<file path="src/rtl/mem_arb_pkg.sv">
// rtl/mem_arb_pkg.sv - shared types and constants for the memory port arbiter
package mem_arb_pkg;

  typedef enum logic [1:0] {IDLE, D_WAIT, I_WAIT} arb_state_t;
  typedef enum logic {GRANT_FETCH, GRANT_DATA} grant_t;

  // addi x0,x0,0 handed back when a fetch is aborted
  localparam logic [31:0] NOP_INSTR = 32'h0000_0013;

endpackage

</file>
<file path="src/rtl/mem_port_arbiter_if.sv">
// rtl/mem_port_arbiter_if.sv - pipeline and memory side signals of the memory port arbiter
interface mem_port_arbiter_if #(
  parameter int ADDR_W = 32,
  parameter int DATA_W = 32
);
  logic              i_req;
  logic [ADDR_W-1:0] i_addr;
  logic              i_done;
  logic [DATA_W-1:0] i_rdata;
  logic              d_req;
  logic              d_we;
  logic [ADDR_W-1:0] d_addr;
  logic [DATA_W-1:0] d_wdata;
  logic              d_done;
  logic [DATA_W-1:0] d_rdata;
  logic              stall_if;
  logic              stall_pipe;
  logic              mem_req;
  logic              mem_we;
  logic [ADDR_W-1:0] mem_addr;
  logic [DATA_W-1:0] mem_wdata;
  logic [DATA_W-1:0] mem_rdata;
  logic              mem_ready;
  logic              bus_err;

  modport slave (
    input  i_req, i_addr, d_req, d_we, d_addr, d_wdata, mem_rdata, mem_ready,
    output i_done, i_rdata, d_done, d_rdata, stall_if, stall_pipe,
           mem_req, mem_we, mem_addr, mem_wdata, bus_err
  );

  modport master (
    output i_req, i_addr, d_req, d_we, d_addr, d_wdata, mem_rdata, mem_ready,
    input  i_done, i_rdata, d_done, d_rdata, stall_if, stall_pipe,
           mem_req, mem_we, mem_addr, mem_wdata, bus_err
  );
endinterface

</file>
<file path="src/rtl/arb_timeout_counter.sv">
// rtl/arb_timeout_counter.sv - wait-state watchdog counter for one memory access
module arb_timeout_counter #(
  parameter int TIMEOUT_CYCLES = 255
) (
  input  logic clk,
  input  logic rst,
  input  logic clear,
  input  logic enable,
  output logic expired
);
  localparam int CW = $clog2(TIMEOUT_CYCLES + 1);

  logic [CW-1:0] count;

  assign expired = (count == CW'(TIMEOUT_CYCLES));

  always_ff @(posedge clk) begin
    if (rst) begin
      count <= '0;
    end else if (clear) begin
      count <= '0;
    end else if (enable && !expired) begin
      count <= count + CW'(1);
    end
  end
endmodule

</file>
<file path="src/rtl/mem_port_arbiter.sv">
// rtl/mem_port_arbiter.sv - shares one variable-latency memory port between fetch and load/store
module mem_port_arbiter
  import mem_arb_pkg::*;
#(
  parameter int                ADDR_W         = 32,
  parameter int                DATA_W         = 32,
  parameter int                TIMEOUT_CYCLES = 255,
  parameter logic [DATA_W-1:0] NOP_INSTR      = mem_arb_pkg::NOP_INSTR
) (
  input  logic                CLK,
  input  logic                RSTa,
  mem_port_arbiter_if.slave   bus
);
  arb_state_t state;
  grant_t     last_grant;
  logic       i_pend;
  logic       d_pend;
  logic       grant_d;
  logic       grant_i;
  logic       expired;

  // A requester whose done is pulsing this cycle is finished and must re-request.
  assign i_pend  = bus.i_req & ~bus.i_done;
  assign d_pend  = bus.d_req & ~bus.d_done;
  assign grant_d = d_pend & (~i_pend | (last_grant != GRANT_DATA));
  assign grant_i = i_pend & ~grant_d;

  assign bus.stall_if   = i_pend;
  assign bus.stall_pipe = d_pend;

  arb_timeout_counter #(
    .TIMEOUT_CYCLES (TIMEOUT_CYCLES)
  ) u_timeout (
    .clk     (CLK),
    .rst     (RSTa),
    .clear   (state == IDLE),
    .enable  ((state != IDLE) && !bus.mem_ready),
    .expired (expired)
  );

  always_ff @(posedge CLK) begin
    if (RSTa) begin
      state         <= IDLE;
      last_grant    <= GRANT_FETCH;
      bus.mem_req   <= 1'b0;
      bus.mem_we    <= 1'b0;
      bus.mem_addr  <= '0;
      bus.mem_wdata <= '0;
      bus.i_done    <= 1'b0;
      bus.d_done    <= 1'b0;
      bus.i_rdata   <= '0;
      bus.d_rdata   <= '0;
      bus.bus_err   <= 1'b0;
    end else begin
      bus.i_done <= 1'b0;
      bus.d_done <= 1'b0;
      case (state)
        IDLE: begin
          if (grant_d) begin
            bus.mem_req   <= 1'b1;
            bus.mem_we    <= bus.d_we;
            bus.mem_addr  <= bus.d_addr[ADDR_W-1:0];
            bus.mem_wdata <= bus.d_wdata[DATA_W-1:0];
            last_grant    <= GRANT_DATA;
            state         <= D_WAIT;
          end else if (grant_i) begin
            bus.mem_req   <= 1'b1;
            bus.mem_we    <= 1'b0;
            bus.mem_addr  <= bus.i_addr[ADDR_W-1:0];
            bus.mem_wdata <= bus.d_wdata[DATA_W-1:0];
            last_grant    <= GRANT_FETCH;
            state         <= I_WAIT;
          end
        end
        D_WAIT: begin
          if (bus.mem_ready || expired) begin
            bus.mem_req <= 1'b0;
            bus.mem_we  <= 1'b0;
            bus.d_done  <= 1'b1;
            state       <= IDLE;
            if (!bus.mem_we) begin
              bus.d_rdata <= bus.mem_ready ? bus.mem_rdata : '0;
            end
            if (!bus.mem_ready) begin
              bus.bus_err <= 1'b1;
            end
          end
        end
        I_WAIT: begin
          if (bus.mem_ready || expired) begin
            bus.mem_req <= 1'b0;
            bus.mem_we  <= 1'b0;
            bus.i_done  <= 1'b1;
            state       <= IDLE;
            bus.i_rdata <= bus.mem_ready ? bus.mem_rdata : NOP_INSTR;
            if (!bus.mem_ready) begin
              bus.bus_err <= 1'b1;
            end
          end
        end
        default: state <= IDLE;
      endcase
    end
  end
endmodule

</file>
<file path="src/flat_wrapper.sv">
// flat-port wrapper written by rule: the top's interface ports become plain ports
module mem_port_arbiter_flat import mem_arb_pkg::*;
#(
  parameter int                ADDR_W         = 32,
  parameter int                DATA_W         = 32,
  parameter int                TIMEOUT_CYCLES = 255,
  parameter logic [DATA_W-1:0] NOP_INSTR      = mem_arb_pkg::NOP_INSTR
)
  (CLK, RSTa, bus_i_req, bus_i_addr, bus_d_req, bus_d_we, bus_d_addr, bus_d_wdata, bus_mem_rdata, bus_mem_ready, bus_i_done, bus_i_rdata, bus_d_done, bus_d_rdata, bus_stall_if, bus_stall_pipe, bus_mem_req, bus_mem_we, bus_mem_addr, bus_mem_wdata, bus_bus_err);
  mem_port_arbiter_if #(.ADDR_W(ADDR_W), .DATA_W(DATA_W)) bus_i ();
  input  logic CLK;
  input  logic RSTa;
  input wire logic [$bits(bus_i.i_req)-1:0] bus_i_req;
  input wire logic [$bits(bus_i.i_addr)-1:0] bus_i_addr;
  input wire logic [$bits(bus_i.d_req)-1:0] bus_d_req;
  input wire logic [$bits(bus_i.d_we)-1:0] bus_d_we;
  input wire logic [$bits(bus_i.d_addr)-1:0] bus_d_addr;
  input wire logic [$bits(bus_i.d_wdata)-1:0] bus_d_wdata;
  input wire logic [$bits(bus_i.mem_rdata)-1:0] bus_mem_rdata;
  input wire logic [$bits(bus_i.mem_ready)-1:0] bus_mem_ready;
  output wire logic [$bits(bus_i.i_done)-1:0] bus_i_done;
  output wire logic [$bits(bus_i.i_rdata)-1:0] bus_i_rdata;
  output wire logic [$bits(bus_i.d_done)-1:0] bus_d_done;
  output wire logic [$bits(bus_i.d_rdata)-1:0] bus_d_rdata;
  output wire logic [$bits(bus_i.stall_if)-1:0] bus_stall_if;
  output wire logic [$bits(bus_i.stall_pipe)-1:0] bus_stall_pipe;
  output wire logic [$bits(bus_i.mem_req)-1:0] bus_mem_req;
  output wire logic [$bits(bus_i.mem_we)-1:0] bus_mem_we;
  output wire logic [$bits(bus_i.mem_addr)-1:0] bus_mem_addr;
  output wire logic [$bits(bus_i.mem_wdata)-1:0] bus_mem_wdata;
  output wire logic [$bits(bus_i.bus_err)-1:0] bus_bus_err;
  assign bus_i.i_req = bus_i_req;
  assign bus_i.i_addr = bus_i_addr;
  assign bus_i.d_req = bus_d_req;
  assign bus_i.d_we = bus_d_we;
  assign bus_i.d_addr = bus_d_addr;
  assign bus_i.d_wdata = bus_d_wdata;
  assign bus_i.mem_rdata = bus_mem_rdata;
  assign bus_i.mem_ready = bus_mem_ready;
  assign bus_i_done = bus_i.i_done;
  assign bus_i_rdata = bus_i.i_rdata;
  assign bus_d_done = bus_i.d_done;
  assign bus_d_rdata = bus_i.d_rdata;
  assign bus_stall_if = bus_i.stall_if;
  assign bus_stall_pipe = bus_i.stall_pipe;
  assign bus_mem_req = bus_i.mem_req;
  assign bus_mem_we = bus_i.mem_we;
  assign bus_mem_addr = bus_i.mem_addr;
  assign bus_mem_wdata = bus_i.mem_wdata;
  assign bus_bus_err = bus_i.bus_err;
  mem_port_arbiter #(.ADDR_W(ADDR_W), .DATA_W(DATA_W), .TIMEOUT_CYCLES(TIMEOUT_CYCLES), .NOP_INSTR(NOP_INSTR)) u_core (.CLK(CLK), .RSTa(RSTa), .bus(bus_i));
endmodule
</file>
<file path="config.mk">
export PLATFORM = sky130hd
export DESIGN_NAME = mem_port_arbiter_flat
export DESIGN_NICKNAME = d
export VERILOG_FILES = /design/src/rtl/mem_arb_pkg.sv /design/src/rtl/mem_port_arbiter_if.sv /design/src/rtl/arb_timeout_counter.sv /design/src/rtl/mem_port_arbiter.sv /design/src/flat_wrapper.sv
export SDC_FILE = /design/constraint.sdc
export NUM_CORES = 1
export LEC_CHECK = 0
export CORE_MARGIN = 1.5
export CORE_UTILIZATION = 41
export CTS_CLUSTER_SIZE = 24
export DETAILED_ROUTE_END_ITERATION = 7
export MAX_ROUTING_LAYER = met4
export PLACE_DENSITY_LB_ADDON = 0.15
export SYNTH_ARGS = -nofsm -noshare
export SYNTH_HDL_FRONTEND = slang
export SYNTH_HIERARCHICAL = 1
export SYNTH_SLANG_ARGS = --single-unit
</file>
<file path="constraint.sdc">
create_clock -name CLK -period 2.5 [get_ports CLK]
set_clock_uncertainty 0.2 [all_clocks]
set_input_delay 0.25 -clock CLK [delete_from_list [all_inputs] [get_ports CLK]]
set_output_delay 0.25 -clock CLK [all_outputs]
set_load 0.01 [all_outputs]
</file>
==> results.md <==
* Run status: complete, no violations
* CP required at roughly 2600 ps
* Top-area cell type share of the netlist area at between 50% and 60%
* DR vias at about 5.7k
* Fin util at 68.05%
* Total power at about 6.9 mW
* Pins Over Slew Limit at 0
* Hold crit path type: in -> reg
* Clock H-tree levels at 4
* Max Fanout on Critical Path at 32
* Total Neg Setup Slack at 0 ps
* All-Layer GR Usage at roughly 25%
* Rel. slew slack at 20.47%
* Endpoint type of the worst setup path: register
* Sequential share of power at 38.0%
* Max cap viols at 0
* Register bit total from synthesis at roughly 140
* IO Count at around 270
* Layout Nets at roughly 1.1k
* Placed cells at ~1.1k
* Commonest non-fill, non-tap cell in the layout: clkdlybuf4s50_1
* First-pass GRT wire length at around 27,000 µm
* Cell Int Power at just over 5 mW
* Clock share of power at about two fifths
* Post-layout minimum cycle time at 2365 ps
* Clk pin slew, worst setup/hold paths at roughly 60 ps
* Skew-Pair Late Insertion Delay at roughly 400 ps
* Cell row count at 42
* Slowest CP cell: dfxtp_1
* Fmax at 422.9 MHz
* Final instance area at approximately 9000 µm²
* Port bufs at between 200 and 300
* Wire per inst at around 16 µm
* Slew @ Worst Pin at approximately 1200 ps
* Initial Utilization at a little over two fifths
* Antenna fix cells at 0
* CTS tree: built
* Vias in the first global route at about 5.6k
* CP Launch Type: register
* Core Region at 13,240 µm²
* Worst vdd ir at roughly 0.43 mV
* Avg Vias per Cell at between 5 and 6
* CTS root buffer: clkbuf_16
* Die Wd at about 120 µm
* Synth area leader: dfxtp_1
* WS Path Type: reg -> reg
* Post-route ant nets at 0
* Drt first pass iters at 4
* Die ar. at 14,240 µm²
* Cell area after placement at roughly 8400 µm²
* Area growth, synth to finish at 62.43%
* WP buf/inv at 2
* Number of buffers created by CTS at 17
* Clock sink count at 144
* RSZ-0062 raised after global routing: false
* Number of synthesized flops with an enable pin at 0
* Sw Pwr at 1.801 mW
* CP top delay family: simple AND/OR/NAND/NOR gates
* # setup viols final at 0
* Most frequent cells in the layout: 267 x clkdlybuf4s50_1, 144 x dfxtp_1, 136 x nand2_1, 106 x a21oi_1, 73 x nor2_1
* CP peak stage delay at about 390 ps
* Power Density at 761.8 nW/µm²
* # DRC at 0
* Overall die height at 119.3 µm
* Logic pwr share at a little over a fifth
* Area contributors post-synth: dfxtp_1 52%, a21oi_1 9.6%, nand2_1 9.2%, nor2_1 5.0%, a211oi_1 4.3%
* WHS at 68.96 ps
* Hold_buf cts at 0
* Prevailing post-synth register cell: dfxtp_1
* Netlist cell types at 42
* YS warnings at 6
* Drt total wl at ~17,000 µm
* Initial antenna violation count at 0
* Fraction of registers with async set/reset at 0%
* Clk buf depth at 2
* Sequential fraction of the synthesis area at between 50% and 60%
* Post-Synthesis Cells at between 600 and 700
* Syn_nets at slightly above 800
* Fin crit share at 94.59%
* Layout cells sized above 1 at 6.897%
* GPL Wtd Cong at 0.8179
* Worst Path Arrival at approximately 2500 ps
* Initial DRC count at ~330
* Non-filler cells, final at 1,104
* Mapped Area at ~5500 µm²
* Final WS setup at about 140 ps
* Final hold violation count at 0
* Pleak at approximately 3.3 nW
* Overflow after GRT at 0
* Critical path cell sequence: ha_1 -> and4_4 -> and2_1 -> o21ai_1 -> buf_4 -> nor2_2 -> buf_12 -> nand3_1 -> a21oi_1
* Average size of a mapped cell at between 8 and 9 µm²
* Place WS at -23.53 ps
* Largest net degree at the start of global routing at 70
* Switching share of power at a little over a quarter
* DP HPWL at ~12,000 µm
-- synthesized netlist by cell type, types with 3 or more instances --
master	n
a21oi_1	106
clkbuf_1	23
nand3_1	33
ha_1	5
inv_1	7
a22oi_1	29
buf_4	6
dfxtp_1	144
nand2_1	136
a211oi_1	32
buf_2	22
nand4_1	4
mux2i_1	3
a211oi_2	3
nor2_1	74
-- layer usage --
metal / share of wire, % / global-route usage (%) / vias to the layer above
met4: 2.2 / 10.42 / 0
met5: 0 / - / -
met2: 50 / 41.08 / 188
met1: 42 / 28.04 / 2721
li1: - / - / 2789
met3: 6.1 / 6.609 / 27
-- worst register-to-register path, stage by stage, from the launching register on --
cell	delay [ps]
dfxtp_1	390
ha_1	240
and4_4	280
and2_1	270
o21ai_1	150
buf_4	170
nor2_2	120
buf_12	210
nand3_1	120
a21oi_1	160
-- power by group through the flow --
stage	logic [mW]	registers, mW	clock network (mW)
2_1_floorplan	0.629	2.74	0
4_1_cts	1.51	2.61	2.80
5_1_grt	1.63	2.63	2.91
3_5_place_dp	1.50	2.66	0
6_report	1.51	2.61	2.75
3_3_place_gp	1.48	2.65	0
-- sequential cells by signal (all words and copies together) (netlist names) --
register                cells
u_core/last_grant           1
u_core/bus.mem_we           1
u_core/bus.bus_err          1
u_core/bus.i_done           1
u_core/bus.i_rdata         32
u_core/bus.mem_req          1
u_core/bus.d_rdata         32
u_core/state                2
u_core/bus.mem_wdata       32
u_core/bus.d_done           1
u_core/u_timeout/count      8
u_core/bus.mem_addr        32
-- kinds of logic (layout without fill, tap and decap cells) --
logic type | count (synthesis) | in the layout | synth area share [%]
AOI/OAI and AO/OA | 188 | 188 | 21.18
adders and majority gates | 5 | 5 | 1.128
and+or+nand+nor | 266 | 266 | 20.16
DFF | 144 | 144 | 51.96
muxes | 3 | 3 | 0.5413
buffers and inverters | 61 | 322 | 5.029
-- layout make-up --
| cell class | count | area [µm²] |
|---|---|---|
| clock buffer | 18 | 439.2 |
| timing repair buffer | 281 | 2815 |
| multi-input combinational | 462 | 2406 |
| inverter | 9 | 33.78 |
| tap | 176 | 220.2 |
| clock inverter | 14 | 214.0 |
| sequential | 144 | 2883 |
| fill | 1102 | 4232 |
-- final timing paths --
path	to	from	cells after the start	slack (ps)
worst max-delay path	u_core/bus.d_rdata[10]$_SDFFE_PP0P_	u_core/u_timeout/count[0]$_SDFFE_PP0P_	9	140
worst min-delay path	u_core/bus.i_done$_SDFF_PP0_	RSTa	2	70
worst max register to register	u_core/bus.d_rdata[10]$_SDFFE_PP0P_	u_core/u_timeout/count[0]$_SDFFE_PP0P_	9	140
worst min register to register	u_core/bus.d_rdata[7]$_SDFFE_PP0P_	u_core/bus.d_rdata[7]$_SDFFE_PP0P_	2	250
-- repair_timing --
action | 4_1_cts | 5_1_grt
endpoints found under the setup margin | 0 | 32
buffers inserted | 0 | 0
gates resized for setup | 0 | 1
Power figures use the tool's default switching activity.
